**config.mk**
```make
export PLATFORM = sky130hd
export DESIGN_NAME = serial_shift_right
export DESIGN_NICKNAME = d
export VERILOG_FILES = /design/src/rtl/shift_pkg.sv /design/src/rtl/serial_shift_right.sv
export SDC_FILE = /design/constraint.sdc
export NUM_CORES = 1
export LEC_CHECK = 0
export CORE_UTILIZATION = 40
export CTS_CLUSTER_SIZE = 16
export DETAILED_ROUTE_END_ITERATION = 16
export DONT_BUFFER_PORTS = 1
export SYNTH_ARGS = -nofsm -noshare
export SYNTH_HDL_FRONTEND = slang
export SYNTH_SLANG_ARGS = --single-unit
export TNS_END_PERCENT = 20
```
**constraint.sdc**
```tcl
create_clock -name Clk -period 3.4 [get_ports Clk]
set_input_delay 0.68 -clock Clk [delete_from_list [all_inputs] [get_ports Clk]]
set_output_delay 0.68 -clock Clk [all_outputs]
set_load 0.01 [all_outputs]
```
**src/rtl/shift_pkg.sv**
```systemverilog
// Shared definitions for the multi-cycle right shifter: FSM encoding and
// the width/amount relationship.
package shift_pkg;

  typedef enum logic [1:0] {
    IDLE  = 2'd0,
    SHIFT = 2'd1,
    DONE  = 2'd2
  } state_e;

  localparam int SHIFT_WIDTH   = 32;
  localparam int SHIFT_SHAMT_W = $clog2(SHIFT_WIDTH);

endpackage

```
**src/rtl/serial_shift_right.sv**
```systemverilog
// Serial SRL/SRA unit: shifts one bit position per clock, start/done handshake.
// WIDTH must equal 2**SHAMT_W.
module serial_shift_right
  import shift_pkg::*;
#(
  parameter int WIDTH   = SHIFT_WIDTH,
  parameter int SHAMT_W = SHIFT_SHAMT_W
) (
  input  logic               Clk,
  input  logic               Reset,
  input  logic               Start,
  input  logic               Arith,
  input  logic [WIDTH-1:0]   DataIn,
  input  logic [SHAMT_W-1:0] Shamt,
  output logic [WIDTH-1:0]   DataOut,
  output logic               Busy,
  output logic               Done
);

  state_e             state_q, state_d;
  logic [WIDTH-1:0]   acc_q, acc_d;
  logic [SHAMT_W-1:0] cnt_q, cnt_d;
  logic               mode_q, mode_d;
  logic               busy_q, busy_d;
  logic               done_q, done_d;

  always_comb begin
    state_d = state_q;
    acc_d   = acc_q;
    cnt_d   = cnt_q;
    mode_d  = mode_q;
    unique case (state_q)
      IDLE: begin
        if (Start) begin
          acc_d   = DataIn;
          cnt_d   = Shamt;
          mode_d  = Arith;
          state_d = SHIFT;
        end
      end
      SHIFT: begin
        if (cnt_q != '0) begin
          acc_d = {mode_q & acc_q[WIDTH-1], acc_q[WIDTH-1:1]};
          cnt_d = cnt_q - SHAMT_W'(1);
        end else begin
          state_d = DONE;
        end
      end
      DONE:    state_d = IDLE;
      default: state_d = IDLE;
    endcase
    // Handshake outputs are flopped from the next state so they line up
    // with the state register and never see an input combinationally.
    busy_d = (state_d != IDLE);
    done_d = (state_d == DONE);
  end

  always_ff @(posedge Clk) begin
    if (Reset) begin
      state_q <= IDLE;
      acc_q   <= '0;
      cnt_q   <= '0;
      mode_q  <= 1'b0;
      busy_q  <= 1'b0;
      done_q  <= 1'b0;
    end else begin
      state_q <= state_d;
      acc_q   <= acc_d;
      cnt_q   <= cnt_d;
      mode_q  <= mode_d;
      busy_q  <= busy_d;
      done_q  <= done_d;
    end
  end

  assign DataOut = acc_q;
  assign Busy    = busy_q;
  assign Done    = done_q;

endmodule

```
# Word-level counts from Yosys, hierarchy flattened
# Cells that the tools add are included.
# totals
out_inout_bits	34
regBits	42
wordCells	27
in_bits	41
# classes
addsub	1
bitwise_logic	1
n_eq_ne	4
muxes	9
n_reduce_logical	6
# op_table
op	n
$mux 32	2
$pmux 32 s2	1
$mux 5	2
$pmux 5 s2	1
$reduce_bool 5->1	1
$sub 5x1->5 const B	1
$mux 2	2
$ne 2x2->1 const B	2
$pmux 2 s2	1
$reduce_bool 2->1	2
$reduce_and 3->1	1
$eq 2x1->1 const B	1
$eq 2x2->1 const B	1
$logic_not 2->1	1
$reduce_and 2->1	1
$and 1x1->1	1

# Logic depth before layout (Yosys ltp)
# Gate-level depths: netlist (run 1).
# depth
word_depth	4
mapped_depth	8
ltp_nobuf	6

# Least setup slack after synthesis (run 1)
# Ideal clock, no wire load.
# synth_timing
path_kind	input-to-reg
from	input Start
to	register acc_q[15], in the netlist DataOut[15]
setup_ns	0.089
path_buffers	1
stages	5
t_required_ns	3.311
path_slack_ns	1.595
t_arrival_ns	1.716
path_cell_list	nor3b_2 a21o_1 clkbuf_1 nor2_1 a311oi_2
# synth_via
elab_chain_len	2
# synth_lines
element	line_no	text
start, declared	serial_shift_right.sv:11	input logic Start,
$ne 2x2->1 (no source line)	n/a	
$reduce_and 3->1 (no source line)	n/a	
end signal, assigned	serial_shift_right.sv:61	acc_q <= '0;
end signal, assigned	serial_shift_right.sv:68	acc_q <= acc_d;
end, declared	serial_shift_right.sv:21	logic [WIDTH-1:0] acc_q, acc_d;
# Every way passes these cells.
# A chain may end at the register's enable or synchronous reset.

# Worst setup path in the final report (run 1)
# layout_timing
from	register cnt_q[0]
to	register acc_q[25], in the netlist DataOut[25]
# layout_via
elab_chain_len	3
# layout_lines
element	line_no	text
start, declared	serial_shift_right.sv:22	logic [SHAMT_W-1:0] cnt_q, cnt_d;
start signal, assigned	serial_shift_right.sv:69	cnt_q <= cnt_d;
$reduce_bool 5->1	serial_shift_right.sv:42	if (cnt_q != '0) begin
$ne 2x2->1 (no source line)	n/a	
$reduce_and 3->1 (no source line)	n/a	
# Every way passes these cells.

==> results of run 1 <==
worst register-to-register path: stages (launching register included):
cell      delay, ns
dfxtp_1        0.32
inv_1          0.09
ha_1           0.18
or4b_4         0.50
a21o_2         0.30
buf_4          0.28
nor2_1         0.18
a311oi_2       0.06
stage by stage:
stage | util | total power, mW | setup slack, ns | cells | area, um2
6_report | 0.4405 | 1.316 | 1.345 | 290 | 2108
5_1_grt | 0.4405 | 1.410 | 1.251 | 290 | 2108
4_1_cts | 0.4405 | 1.337 | 1.349 | 290 | 2108
3_5_place_dp | 0.4214 | 1.002 | 1.246 | 282 | 2017
3_3_place_gp | 0.4214 | 0.9945 | 1.268 | 282 | 2017
2_1_floorplan | - | 0.9619 | 1.595 | 231 | 2008
routing by layer:
layer,up-vias,GRT usage
li1,783,-
met1,759,0.2107
met2,57,0.2897
met3,7,0.06077
met4,0,0.07843
met5,-,0
placed cells by master, fill, tap and decap left out, drive strengths merged:
cell and n:
mux2 1, and2 1, or4b 1, a311oi 31
nor3b 2, dfxtp 42, nand2b 1, mux2i 1
a221oi 1, clkinv 1, nor2b 2, o21ai 5
nand3 1, a21oi 8, clkbuf 7, a22o 1
ha 1, inv 3, nor2 37, a21o 1
nor3 3, buf 4, o211ai 1, nand2 67
cells by family (layout without fill, tap and decap cells):
| group | Yosys count | after routing |
|---|---|---|
| AO/OA/AOI/OAI | 48 | 48 |
| multiplexers | 2 | 2 |
| adder cells (fa/ha/maj) | 1 | 1 |
| AND/OR/NAND/NOR | 115 | 115 |
| buffers and inverters | 23 | 15 |
| flip-flops | 42 | 42 |
layout make-up:
cell class / instances / area share
multi-input cells: 166 / 0.4985
flip-flops and latches: 42 / 0.3988
clock buffers: 7 / 0.04095
well taps: 67 / 0.03976
repair buffers: 4 / 0.01424
inverters: 3 / 0.005341
clock inverters: 1 / 0.002374
state kept, by name, indices dropped and copies added, names as in the netlist:
name	cells
DataOut	32
Done	1
state_q	2
Busy	1
mode_q	1
cnt_q	5
power breakdown:
group | leakage [nW] | internal [mW] | total, mW | switching, mW
Combinational | 0.353 | 0.128 | 0.319 | 0.191
Clock | 0.0482 | 0.164 | 0.330 | 0.166
Sequential | 0.348 | 0.569 | 0.667 | 0.0979
worst max-delay path by stage:
| stage | startpoint | to | slack, ns |
|---|---|---|---|
| after floorplan | Start | DataOut[15]$_SDFFE_PP0P_ | 1.60 |
| final | cnt_q[0]$_SDFFE_PP0P_ | DataOut[25]$_SDFFE_PP0P_ | 1.35 |
| after global placement | Start | cnt_q[0]$_SDFFE_PP0P_ | 1.27 |
| after CTS | cnt_q[0]$_SDFFE_PP0P_ | DataOut[25]$_SDFFE_PP0P_ | 1.35 |
| after detailed placement | Start | cnt_q[0]$_SDFFE_PP0P_ | 1.25 |
| after global routing | cnt_q[0]$_SDFFE_PP0P_ | DataOut[1]$_SDFFE_PP0P_ | 1.25 |
==> metrics, run 1 <==
post-synth cell types=28; post-synthesis mux area share=0.01059; PortBufs=0; Crit path max-delay family=simple AND/OR/NAND/NOR gates; # fillers=507; RSZ-0062 raised after global routing=false; diode count=0; Hold Path Sink=DataOut[17]$_SDFFE_PP0P_; Power Density=624.2 mW/mm2; CP max FO=33; register area=840.8 um2; slowest stage delay, CP=0.50 ns; via count=1606; Final HPWL DP=2.809 mm; synthesis-stage register bit count=42; top layer in use=met4; die width=about 73 um; Synth top area share=0.4187; metal2 WL=1.933 mm; Total GRT Usage=0.1772; Worst Reg-to-Reg Cells=7; initial DRC count=55; WL per Instance=15.00 um; Max Slew Vio Count=0; area delta synth->final=4.984%; R2R Path Start=cnt_q[0]$_SDFFE_PP0P_; hold wc startpoint=Reset; Root Driver=clkbuf_8; worst hold stages=1; Synth Area in Compound Gates=0.2710; Synth Area in Adders=0.006231; Max-cap violations=0; Reg clk slew, reported paths=0.08 ns; Cells after Synth=~230; vias in the first global route=1582; largest net degree at the start of global routing=43; most common cell in the synthesized netlist=nand2_1; xor-xnor portion of the synthesized cell area=0; Die Height=72.86 um; Post-Synthesis Cell Area=between 0.002 and 0.0025 mm2; main combinational cell family by area after synthesis=compound AO/OA/AOI/OAI gates; cell taking the most area after synthesis=dfxtp_1; row cnt=25; EDFF count, synth=0; wire length on met3=376 um; worst path bufs/invs=2; Slowest cell on crit path=or4b_4; status=completed; Worst Setup End Kind=flop; die area=0.005308 mm2; Post-CTS Setup Repair Bufs=0; hold slack=0.4479 ns; CP Data Arrival Time=2.21 ns; Worst R2R Setup Slack=1.35 ns; routed length on met1=roughly 2 mm; setup tns final=0 ns; multi-input logic area=0.001051 mm2; minimum clock period=about 2.1 ns; Core ar.=between 0.004 and 0.005 mm2; Worst EP required=3.55 ns; Worst Clk Skew=0.004343 ns; crit path kind=flop to flop; f_max=roughly 500 MHz; Yosys warnings=0; Tightest Pin Transition=0.4044 ns; worst ir drop on vdd=0.2616 mV; top cells by area, synth=dfxtp_1, a311oi_2, nand2_1; syn nets=around 270; Final Cycle Share=0.6044; Routed Wire Length=between 4 and 5 mm; first-pass GRT wire length=7.169 mm; global placement routability congestion=0.7409; # H-tree levels=2; share of layout cells above drive strength 1=0.1973; crit-path cells=inv_1, ha_1, or4b_4, a21o_2, buf_4, nor2_1, a311oi_2; clock sink count=42; hold_buf cts=0; Avg Vias per Cell=5.538; Finish-stage setup viols=0; TritonCTS clock tree=yes; RR Endpoint=DataOut[25]$_SDFFE_PP0P_; NumNets Final=264; syn_area_per_cell=8.693 um2; final hold violations=0; ys flop type=dfxtp_1; top post-synthesis cells by count=nand2_1, dfxtp_1, nor2_1; max_slew headroom=0.7292; Remaining Overflow, GRT=0; post-CTS sizing=0; clk buf depth=2; critical path depth=7; Residual DRC=0; CTS buffer count=5; Initial Util=0.4196; initial antenna violation count=0; leakage=0.7488 nW; area share of and/or/nand/nor cells after synthesis=0.2336; startpoint types=flop; post-synthesis async set-or-reset flop share=0; Hold WC Path Type=input port to flop; remaining antenna violation count=0; Seq/Total Area, Yosys=0.4187; DRT Pass-1 Iters=4; clk_lat worst skew=0.29 ns; I/O pins=75
(Power assumes the default switching activity.)
==> inputs of run 2 (changes only) <==
==> constraint.sdc (replaced) <==
create_clock -name Clk -period 1.8 [get_ports Clk]
set_input_delay 0.36 -clock Clk [delete_from_list [all_inputs] [get_ports Clk]]
set_output_delay 0.36 -clock Clk [all_outputs]
set_load 0.01 [all_outputs]
==> metrics, run 2 (synthesis results as in run 1) <==
Worst Setup End Kind=flop; clock sink count=42 (unchanged); Routed Wire Length=5.022 mm (+15%); share of layout cells above drive strength 1=0.3713 (+0.1740); WL per Instance=16.52 um (+10%); Sw Share=0.3382 (-0.007826); Core ar.=0.004786 mm2 (unchanged); wire length on met3=353 um (-6.1%); RSZ-0062 raised after global routing=true; Max-cap violations=0 (unchanged); Tightest Pin Transition=0.2839 ns (-0.1205 ns); area delta synth->final=22.37%; Core Util, Final=0.5135 (+0.07294); # H-tree levels=2 (unchanged); diode count=0 (unchanged); Die Height=72.86 um (unchanged); Reg clk slew, reported paths=0.08 ns (about the same); top layer in use=met4; clk_lat worst skew=0.29 ns (about the same); CP max FO=10 (-70%); initial antenna violation count=0 (unchanged); NumNets Final=278 (+5.3%); Power Density=1191 mW/mm2 (+91%); row cnt=25 (unchanged); PortBufs=0 (unchanged); Max Slew Vio Count=0 (unchanged); Avg Vias per Cell=5.582 (+0.80%); status=completed; DRT Pass-1 Iters=4 (unchanged); NetSw=0.9899 mW (+120%); register area=843.3 um2 (+0.30%); CP Data Arrival Time=1.95 ns (-0.26 ns); Finish-stage setup viols=0 (unchanged); Clock Power Share=0.254 (+0.003); Hold WC Path Type=input port to flop; minimum clock period=1.782 ns (-0.2729 ns); vias in the first global route=1621 (+2.5%); max FFs per register=32 (unchanged); routed length on met1=2.277 mm (+16%); Layout Cells excl Fill=304 (+4.8%); final hold violations=0 (unchanged); crit path kind=flop to flop; metal2 WL=2.338 mm (+21%); TritonCTS clock tree=yes; Final HPWL DP=2.938 mm (+4.6%); global placement routability congestion=0.7328 (-1.1%); Initial Util=0.4196 (unchanged); Remaining Overflow, GRT=0 (unchanged); largest net degree at the start of global routing=43 (unchanged); clk buf depth=2 (unchanged); most frequent cells in the layout=nand2_1, dfxtp_1, a311oi_2, nor2_2, nor2_1; initial DRC count=70 (+27%); internal power=1.937 mW (+130%); Seq pwr share=0.436 (-0.071); startpoint types=flop; die area=0.005308 mm2 (unchanged); worst ir drop on vdd=0.6258 mV (+140%); hold_buf cts=0 (unchanged); via count=1697 (+5.7%); max_slew headroom=0.8099 (+0.08070); Placed Cells=290 (+2.8%); Root Driver=clkbuf_8; commonest non-fill, non-tap cell in the layout=nand2_1; Residual DRC=0 (unchanged); setup tns final=0 ns (unchanged); Final Cycle Share=0.9900 (+0.3856); multi-input logic area=0.001160 mm2 (+10%); # fillers=446 (-12%); first-pass GRT wire length=7.389 mm (+3.1%); f_max=561.2 MHz (+15%); die width=72.86 um (unchanged); hold slack=0.1219 ns (-0.3260 ns); combinational fraction of design power=0.310 (+0.068); Worst EP required=1.97 ns (-1.58 ns); Worst Clk Skew=0.005980 ns (+0.001637 ns); I/O pins=75 (unchanged); leakage=0.8797 nW (+17%); CTS buffer count=5 (unchanged); Total GRT Usage=0.1849 (+0.007651); remaining antenna violation count=0 (unchanged)
run 2: changes by cell type in the layout (fill, tap and decap cells not counted), sizes merged:
cell    before  now
a21o         1    2
buf          4   14
bufinv       0    1
clkbuf       7   10
clkinv       1    0
run 2: worst max-delay path: stages, from the launching register on:
cell	delay, ns
dfxtp_2	0.33
inv_2	0.06
ha_4	0.12
or4b_4	0.48
a21o_4	0.29
clkbuf_16	0.19
o21ai_1	0.08
a221oi_1	0.10
run 2: repair_timing:
| item | CTS | global route |
|---|---|---|
| setup buffers | 0 | 1 |
| endpoints found under the hold margin | 0 | 0 |
| endpoints found under the setup margin | 24 | 35 |
| pin swaps | 0 | 7 |
| cloned | 0 | 5 |
| resized for setup | 3 | 36 |
run 2: path summary, 6_finish.rpt:
check	cells after the start	to	start	slack [ns]
min reg2reg	2	cnt_q[4]$_SDFFE_PP0P_	cnt_q[4]$_SDFFE_PP0P_	0.49
max	7	cnt_q[0]$_SDFFE_PP0P_	cnt_q[1]$_SDFFE_PP0P_	0.02
max reg2reg	7	cnt_q[0]$_SDFFE_PP0P_	cnt_q[1]$_SDFFE_PP0P_	0.02
min	1	DataOut[17]$_SDFFE_PP0P_	Reset	0.12
run 2: layout make-up:
class,count,area share
clock buffer,7,0.03106
clock inverter,1,0.01222
inverter,3,0.004582
multi-input combinational,167,0.4720
sequential,42,0.3432
tap,67,0.03411
timing repair buffer,17,0.1029
run 2: per-layer routing:
layer / up-vias / global-route usage
li1: 816 / -
met1: 812 / 0.2098
met2: 64 / 0.3188
met3: 5 / 0.06768
met4: 0 / 0.06536
met5: - / 0
run 2: per-stage QoR:
step | setup slack [ns] | total power, mW | area, um2
floorplan | 0.03895 | 1.817 | 2008
global placement | 0.03188 | 1.973 | 2127
detailed placement | -0.04367 | 1.991 | 2127
CTS | 0.004165 | 2.738 | 2245
global route | -0.04698 | 3.088 | 2457
finish | 0.01795 | 2.927 | 2457
run 2: power by group through the flow:
stage | Sequential, mW | Clock, mW | Combinational, mW
2_1_floorplan | 1.24 | 0 | 0.573
3_3_place_gp | 1.28 | 0 | 0.692
3_5_place_dp | 1.28 | 0 | 0.709
4_1_cts | 1.26 | 0.755 | 0.721
5_1_grt | 1.30 | 0.798 | 0.993
6_report | 1.28 | 0.743 | 0.908
==> inputs of run 3 (changes only) <==
--- a/config.mk
+++ b/config.mk
@@ -9,6 +9,7 @@
 export CTS_CLUSTER_SIZE = 16
 export DETAILED_ROUTE_END_ITERATION = 16
 export DONT_BUFFER_PORTS = 1
+export HOLD_SLACK_MARGIN = 0.1
 export SYNTH_ARGS = -nofsm -noshare
 export SYNTH_HDL_FRONTEND = slang
 export SYNTH_SLANG_ARGS = --single-unit
==> results of run 3 <==
No change in the layout: final DEF, timing and power equal those of run 2.
